`config.mk`:
```
export PLATFORM = sky130hd
export DESIGN_NAME = arf_frame_sequencer_flat
export DESIGN_NICKNAME = d
export VERILOG_FILES = /design/src/rtl/arf_frame_sequencer_if.sv /design/src/rtl/arf_frame_sequencer.sv /design/src/flat_wrapper.sv
export SDC_FILE = /design/constraint.sdc
export NUM_CORES = 1
export LEC_CHECK = 0
export CORE_MARGIN = 10
export CORE_UTILIZATION = 45
export DETAILED_ROUTE_END_ITERATION = 10
export GPL_ROUTABILITY_DRIVEN = 0
export PLACE_DENSITY_LB_ADDON = 0.1
export SETUP_SLACK_MARGIN = 0.1
export SYNTH_ARGS = -nofsm -noshare
export SYNTH_HDL_FRONTEND = slang
export SYNTH_SLANG_ARGS = --single-unit
export TNS_END_PERCENT = 1
```
`constraint.sdc`:
```
create_clock -name clk -period 2.2 [get_ports clk]
set_input_delay 0.55 -clock clk [delete_from_list [all_inputs] [get_ports clk]]
set_output_delay 0.55 -clock clk [all_outputs]
set_load 0.03 [all_outputs]
```
`src/rtl/arf_frame_sequencer_if.sv`:
```
// Sample-in / frame-out / result-out bundle for the ARF frame sequencer.
// The slave modport is the sequencer's view; the master modport is the environment's view.
interface arf_frame_sequencer_if;
  localparam int DATA_W = 16;
  localparam int RES_W  = 64;

  logic [DATA_W-1:0] s_data;
  logic              s_valid;
  logic              s_ready;

  logic [DATA_W-1:0] frame_0;
  logic [DATA_W-1:0] frame_1;
  logic [DATA_W-1:0] frame_2;
  logic [DATA_W-1:0] frame_3;
  logic [DATA_W-1:0] frame_4;
  logic [DATA_W-1:0] frame_5;
  logic [DATA_W-1:0] frame_6;
  logic [DATA_W-1:0] frame_7;

  logic [RES_W-1:0]  res_27;
  logic [RES_W-1:0]  res_28;
  logic [RES_W-1:0]  m_res_27;
  logic [RES_W-1:0]  m_res_28;
  logic [7:0]        m_frame_id;
  logic              m_valid;
  logic              m_ready;

  modport slave (
    input  s_data, s_valid, res_27, res_28, m_ready,
    output s_ready, frame_0, frame_1, frame_2, frame_3, frame_4, frame_5, frame_6, frame_7,
           m_res_27, m_res_28, m_frame_id, m_valid
  );

  modport master (
    output s_data, s_valid, res_27, res_28, m_ready,
    input  s_ready, frame_0, frame_1, frame_2, frame_3, frame_4, frame_5, frame_6, frame_7,
           m_res_27, m_res_28, m_frame_id, m_valid
  );
endinterface

```
`src/rtl/arf_frame_sequencer.sv`:
```
// Collects 8-sample frames, holds them on the ARF datapath for SETTLE_CYC cycles, then
// registers the two results behind a valid/ready port. Macro ARF_PINGPONG_EN lets the next frame fill during SETTLE/OUT.
module arf_frame_sequencer #(
  parameter int SETTLE_CYC = 2
) (
  input  logic                  clk,
  input  logic                  rst,
  arf_frame_sequencer_if.slave  bus
);
  localparam int DATA_W = 16;
  localparam int RES_W  = 64;
  localparam int SW     = (SETTLE_CYC > 1) ? $clog2(SETTLE_CYC + 1) : 1;

  typedef enum logic [1:0] {
    ST_IDLE   = 2'd0,
    ST_SETTLE = 2'd1,
    ST_OUT    = 2'd2
  } state_e;

  state_e            state_q, state_d;
  logic [DATA_W-1:0] fill_q [8];
  logic [DATA_W-1:0] fill_d [8];
  logic [3:0]        fill_cnt_q, fill_cnt_d;
  logic [DATA_W-1:0] frame_q [8];
  logic [DATA_W-1:0] frame_d [8];
  logic [SW-1:0]     settle_cnt_q, settle_cnt_d;
  logic [RES_W-1:0]  m_res_27_q, m_res_27_d;
  logic [RES_W-1:0]  m_res_28_q, m_res_28_d;
  logic [7:0]        m_frame_id_q, m_frame_id_d;
  logic [7:0]        frame_cnt_q, frame_cnt_d;
  logic              m_valid_q, m_valid_d;
  logic              s_ready_q, s_ready_d;
  logic              accept;

  assign accept = bus.s_valid & s_ready_q;

  // Next-state, fill buffer and capture logic.
  always_comb begin
    state_d      = state_q;
    fill_d       = fill_q;
    fill_cnt_d   = fill_cnt_q;
    frame_d      = frame_q;
    settle_cnt_d = settle_cnt_q;
    m_res_27_d   = m_res_27_q;
    m_res_28_d   = m_res_28_q;
    m_frame_id_d = m_frame_id_q;
    frame_cnt_d  = frame_cnt_q;
    m_valid_d    = m_valid_q;

    if (accept) begin
      fill_d[fill_cnt_q[2:0]] = bus.s_data;
      fill_cnt_d              = fill_cnt_q + 4'd1;
    end else begin
      fill_cnt_d = fill_cnt_q;
    end

    case (state_q)
      ST_IDLE: begin
        if (fill_cnt_q == 4'd8) begin
          frame_d      = fill_q;
          fill_cnt_d   = 4'd0;
          settle_cnt_d = SW'(SETTLE_CYC);
          state_d      = ST_SETTLE;
        end else begin
          state_d = ST_IDLE;
        end
      end
      ST_SETTLE: begin
        settle_cnt_d = settle_cnt_q - SW'(1);
        if (settle_cnt_q == SW'(1)) begin
          m_res_27_d   = bus.res_27;
          m_res_28_d   = bus.res_28;
          m_frame_id_d = frame_cnt_q;
          frame_cnt_d  = frame_cnt_q + 8'd1;
          m_valid_d    = 1'b1;
          state_d      = ST_OUT;
        end else begin
          state_d = ST_SETTLE;
        end
      end
      ST_OUT: begin
        if (bus.m_ready) begin
          m_valid_d = 1'b0;
          state_d   = ST_IDLE;
        end else begin
          state_d = ST_OUT;
        end
      end
      default: begin
        m_valid_d = 1'b0;
        state_d   = ST_IDLE;
      end
    endcase

    // s_ready is registered from the next state so the port never glitches.
`ifdef ARF_PINGPONG_EN
    s_ready_d = (fill_cnt_d < 4'd8);
`else
    s_ready_d = (state_d == ST_IDLE) && (fill_cnt_d < 4'd8);
`endif
  end

  // State and datapath registers with synchronous reset.
  always_ff @(posedge clk) begin
    if (rst) begin
      state_q      <= ST_IDLE;
      fill_cnt_q   <= 4'd0;
      settle_cnt_q <= '0;
      m_res_27_q   <= 64'd0;
      m_res_28_q   <= 64'd0;
      m_frame_id_q <= 8'd0;
      frame_cnt_q  <= 8'd0;
      m_valid_q    <= 1'b0;
      s_ready_q    <= 1'b1;
      for (int i = 0; i < 8; i++) begin
        fill_q[i]  <= 16'd0;
        frame_q[i] <= 16'd0;
      end
    end else begin
      state_q      <= state_d;
      fill_q       <= fill_d;
      fill_cnt_q   <= fill_cnt_d;
      frame_q      <= frame_d;
      settle_cnt_q <= settle_cnt_d;
      m_res_27_q   <= m_res_27_d;
      m_res_28_q   <= m_res_28_d;
      m_frame_id_q <= m_frame_id_d;
      frame_cnt_q  <= frame_cnt_d;
      m_valid_q    <= m_valid_d;
      s_ready_q    <= s_ready_d;
    end
  end

  assign bus.s_ready    = s_ready_q;
  assign bus.frame_0    = frame_q[0];
  assign bus.frame_1    = frame_q[1];
  assign bus.frame_2    = frame_q[2];
  assign bus.frame_3    = frame_q[3];
  assign bus.frame_4    = frame_q[4];
  assign bus.frame_5    = frame_q[5];
  assign bus.frame_6    = frame_q[6];
  assign bus.frame_7    = frame_q[7];
  assign bus.m_res_27   = m_res_27_q;
  assign bus.m_res_28   = m_res_28_q;
  assign bus.m_frame_id = m_frame_id_q;
  assign bus.m_valid    = m_valid_q;
endmodule
```
`src/flat_wrapper.sv`:
```
// flat-port wrapper written by rule: the top's interface ports become plain ports
module arf_frame_sequencer_flat 
#(
  parameter int SETTLE_CYC = 2
)
  (clk, rst, bus_s_data, bus_s_valid, bus_res_27, bus_res_28, bus_m_ready, bus_s_ready, bus_frame_0, bus_frame_1, bus_frame_2, bus_frame_3, bus_frame_4, bus_frame_5, bus_frame_6, bus_frame_7, bus_m_res_27, bus_m_res_28, bus_m_frame_id, bus_m_valid);
  arf_frame_sequencer_if bus_i ();
  input  logic clk;
  input  logic rst;
  input wire logic [$bits(bus_i.s_data)-1:0] bus_s_data;
  input wire logic [$bits(bus_i.s_valid)-1:0] bus_s_valid;
  input wire logic [$bits(bus_i.res_27)-1:0] bus_res_27;
  input wire logic [$bits(bus_i.res_28)-1:0] bus_res_28;
  input wire logic [$bits(bus_i.m_ready)-1:0] bus_m_ready;
  output wire logic [$bits(bus_i.s_ready)-1:0] bus_s_ready;
  output wire logic [$bits(bus_i.frame_0)-1:0] bus_frame_0;
  output wire logic [$bits(bus_i.frame_1)-1:0] bus_frame_1;
  output wire logic [$bits(bus_i.frame_2)-1:0] bus_frame_2;
  output wire logic [$bits(bus_i.frame_3)-1:0] bus_frame_3;
  output wire logic [$bits(bus_i.frame_4)-1:0] bus_frame_4;
  output wire logic [$bits(bus_i.frame_5)-1:0] bus_frame_5;
  output wire logic [$bits(bus_i.frame_6)-1:0] bus_frame_6;
  output wire logic [$bits(bus_i.frame_7)-1:0] bus_frame_7;
  output wire logic [$bits(bus_i.m_res_27)-1:0] bus_m_res_27;
  output wire logic [$bits(bus_i.m_res_28)-1:0] bus_m_res_28;
  output wire logic [$bits(bus_i.m_frame_id)-1:0] bus_m_frame_id;
  output wire logic [$bits(bus_i.m_valid)-1:0] bus_m_valid;
  assign bus_i.s_data = bus_s_data;
  assign bus_i.s_valid = bus_s_valid;
  assign bus_i.res_27 = bus_res_27;
  assign bus_i.res_28 = bus_res_28;
  assign bus_i.m_ready = bus_m_ready;
  assign bus_s_ready = bus_i.s_ready;
  assign bus_frame_0 = bus_i.frame_0;
  assign bus_frame_1 = bus_i.frame_1;
  assign bus_frame_2 = bus_i.frame_2;
  assign bus_frame_3 = bus_i.frame_3;
  assign bus_frame_4 = bus_i.frame_4;
  assign bus_frame_5 = bus_i.frame_5;
  assign bus_frame_6 = bus_i.frame_6;
  assign bus_frame_7 = bus_i.frame_7;
  assign bus_m_res_27 = bus_i.m_res_27;
  assign bus_m_res_28 = bus_i.m_res_28;
  assign bus_m_frame_id = bus_i.m_frame_id;
  assign bus_m_valid = bus_i.m_valid;
  arf_frame_sequencer #(.SETTLE_CYC(SETTLE_CYC)) u_core (.clk(clk), .rst(rst), .bus(bus_i));
endmodule
```
==> results.sh <==
export IMPL_drt_met1_wl_um=20740
export IMPL_clkTransAtPathRegs_ns=0.06
export IMPL_numCtsBuffers=43
export IMPL_nFillCells=2964
export IMPL_synth_avg_cell_area_um2=8.124
export IMPL_core_um2=33450
export IMPL_nets=2337
export IMPL_initialDrtViolationCount=1276
export IMPL_vias=14581
export IMPL_cp_start_kind="flop"
export IMPL_yosysSeqAreaShare_pct=53.83
export IMPL_synth_ff_type="dfxtp_1"
export IMPL_path_class="reg2out"
export IMPL_cts_tree="yes"
export IMPL_ant_nets=0
export IMPL_yosys_top_cells_count="dfxtp_1, a21oi_1, nand2_1"
export IMPL_dpl_worst_slack_ns=0.2002
export IMPL_clock_sinks=410
export IMPL_wirelength_um=53260
export IMPL_power_switching_w=0.003379
export IMPL_grt_first_pass_wirelength_um=80940
export IMPL_yosysWarnings=0
export IMPL_grt_max_degree=80
export IMPL_finalSetupViolations=0
export IMPL_ys_ff_latch=410
export IMPL_arrival_ns=1.53
export IMPL_dieWidth_um=204.1
export IMPL_rows=67
export IMPL_synthTopCellsByArea="dfxtp_1, a21oi_1, nand3_1"
export IMPL_finalCriticalPeriod_ns=2.084
export IMPL_cap_viol_max_count=0
export IMPL_drcViolationCount=0
export IMPL_reg2regPathDepth=6
export IMPL_setup_tns_ns=0
export IMPL_switching_share_pct=22.16
export IMPL_critPathSlowestCell="clkdlybuf4s50_1"
export IMPL_drt_pre_antenna_iters=5
export IMPL_slowest_delay_ns=0.68
export IMPL_hold_violations=0
export IMPL_holdWs_ns=0.4221
export IMPL_total_power_w=0.01524
export IMPL_post_dp_hpwl_um=36110
export IMPL_avgViaCountPerCell=5.484
export IMPL_yosysTopAreaCell="dfxtp_1"
export IMPL_io_pin_count=414
export IMPL_die_h_um=204.1
export IMPL_fin_ws_ns=0.1157
export IMPL_wl_met3_um=5535
export IMPL_min_delay_start="rst"
export IMPL_timing_rr_start="u_core.fill_cnt_q[0]"
export IMPL_regToRegEndpoint="u_core.fill_cnt_q[1]"
export IMPL_hold_depth=2
export IMPL_drive_gt1_share_pct=6.061
export IMPL_outcome="complete, no violations"
export IMPL_crit_path_cell_trace="clkdlybuf4s50_1"
export IMPL_grt_remaining_overflow=0
export IMPL_initial_core_util_pct=45.59
export IMPL_cp_end_kind="output pin"
export IMPL_min_to="u_core.fill_q[116]"
export IMPL_syn_to_final_growth_pct=36.25
export IMPL_insertedDiodeCount=0
export IMPL_r2r_setup_slack_ns=0.33
export IMPL_async_flop_share_pct=0
export IMPL_power_ir_vdd_worst_mv=0.6920
export IMPL_worst_path_max_fanout=2
export IMPL_rsz0062_at_grt="true"
export IMPL_skew_ns=0.01732
export IMPL_cts_setup_buffers=0
export IMPL_relSlewSlack_pct=59.59
export IMPL_die_area_um2=41650
export IMPL_required_ns=1.65
export IMPL_synthesis_nets=2029
export IMPL_power_leakage_nw=7.874
export IMPL_wl_met2_um=25580
export IMPL_antenna_found_initial=0
export IMPL_finalCritPeriodShare_pct=94.74
export IMPL_path_buf_inv=1
export IMPL_min_path_type="in2reg"
export IMPL_synth_cells=1877
export IMPL_io_buffers=413
export IMPL_grt_pass1_vias=13682
export IMPL_cts_max_level=2
export IMPL_powerDensity_nw_per_um2=733.7
export IMPL_combinationalPowerShare_pct=5.5
export IMPL_top_layer_used="met4"
export IMPL_synth_most_common_cell="dfxtp_1"
export IMPL_clock_latency_ns=0.53
export IMPL_worst_pin_slew_ns=0.6042
export IMPL_maxSlewViolCount=0
export IMPL_track_usage_pct=24.13
export IMPL_clock_fmax_mhz=479.8
export IMPL_ctsLongestPathBuffers=3
export IMPL_synth_edf_count=0
export IMPL_fin_util_pct=62.11
export IMPL_clkPwrFrac_pct=45.2
export IMPL_netlist_cell_type_count=35
export IMPL_p_int_w=0.01187
export IMPL_synth_area_um2=15250
export IMPL_path_depth=1
export IMPL_path_delay_family="buffers and inverters"
export IMPL_seqPwrFrac_pct=49.3
export IMPL_wl_per_cell_um=20.03
export IMPL_cts_root_buf="clkbuf_16"
export IMPL_synth_top_area_share_pct=53.83
## kinds of logic after synthesis
group | after synthesis | synth area share (%)
adders and majority gates | 4 | 0.3282
DFF | 410 | 53.83
xor gates and xnor gates | 3 | 0.1723
AOI/OAI and AO/OA | 672 | 22.18
buffers and inverters | 212 | 6.532
muxes | 2 | 0.1395
and+or+nand+nor | 574 | 16.82
## repair_timing
action,in CTS,in global routing
hold endpoints to repair,0,0
gates resized for setup,226,1
setup endpoints to repair,226,36
hold buffers,0,0
## layer usage
layer | track usage, % | vias to the layer above
li1 | - | 7077
met1 | 29.44 | 6899
met2 | 39.37 | 519
met3 | 8.528 | 86
met4 | 6.982 | 0
met5 | 0 | -
## per-stage QoR
stage	std cells	instance area (um2)
detailed placement	2588	19740
global route	2659	20780
global placement	2588	19740
floorplan	1877	15250
finish	2659	20780
CTS	2659	20770
## power by group through the flow
| stage | Combinational, W | Clock, W | Sequential [W] |
|---|---|---|---|
| final | 0.000845 | 0.00689 | 0.00751 |
| after detailed placement | 0.000837 | 0 | 0.00768 |
| after global routing | 0.000898 | 0.00731 | 0.00752 |
| after floorplan | 0.000368 | 0 | 0.00766 |
| after global placement | 0.000829 | 0 | 0.00767 |
| after CTS | 0.000839 | 0.00701 | 0.00751 |
## area by class of cell
class / instances / area, um2 / area share [%]
flip-flops and latches: 410 / 8208 / 39.51
clock buffers: 66 / 1292 / 6.221
well taps: 448 / 560.5 / 2.698
inverters: 4 / 15.01 / 0.07227
multi-input cells: 1255 / 6077 / 29.25
clock inverters: 5 / 28.78 / 0.1385
repair buffers: 471 / 4594 / 22.11
## placed cells by master, fill, tap and decap left out, types with 2 or more instances in the layout
cell type / n
buf_4: 34
ha_1: 4
clkbuf_1: 10
nor2b_2: 2
nand2_1: 277
nand2b_1: 3
a211oi_1: 2
o21ai_1: 24
nor2_1: 6
dlygate4sd2_1: 226
or2_2: 2
o21ai_0: 238
or3_1: 4
nand3_1: 259
and3b_4: 2
a21oi_1: 403
o31ai_1: 3
buf_12: 24
xnor2_1: 2
dfxtp_1: 410
clkdlybuf4s50_1: 185
nor3_1: 4
inv_1: 4
clkbuf_8: 13
or4_1: 3
nand3b_1: 3
clkinv_2: 4
clkbuf_16: 43
## registers in the layout, indices dropped and copies added, names as in the netlist
signal and count:
u_core.bus.m_res_27 64, u_core.bus.frame_7 16, u_core.fill_cnt_q 4, u_core.bus.m_res_28 64, u_core.state_q 2, u_core.bus.m_frame_id 8
u_core.frame_cnt_q 8, u_core.bus.frame_3 16, u_core.bus.m_valid 1, u_core.bus.frame_4 16, u_core.bus.frame_0 16, u_core.fill_q 128
u_core.bus.frame_6 16, u_core.settle_cnt_q 2, u_core.bus.frame_1 16, u_core.bus.frame_5 16, u_core.bus.frame_2 16, u_core.bus.s_ready 1
## worst max path at each step
stage | startpoint | end | slack (ns)
4_1_cts | u_core.bus.frame_3[6] | bus_frame_3[6] | 0.10
5_1_grt | u_core.bus.frame_3[14] | bus_frame_3[14] | 0.06
3_5_place_dp | bus_s_valid | u_core.bus.s_ready | 0.20
2_1_floorplan | u_core.fill_cnt_q[0] | u_core.bus.frame_2[10] | 0.59
3_3_place_gp | bus_s_valid | u_core.bus.s_ready | 0.24
6_report | u_core.bus.m_res_27[21] | bus_m_res_27[21] | 0.12
No activity file was read; power rests on OpenSTA's default activity.
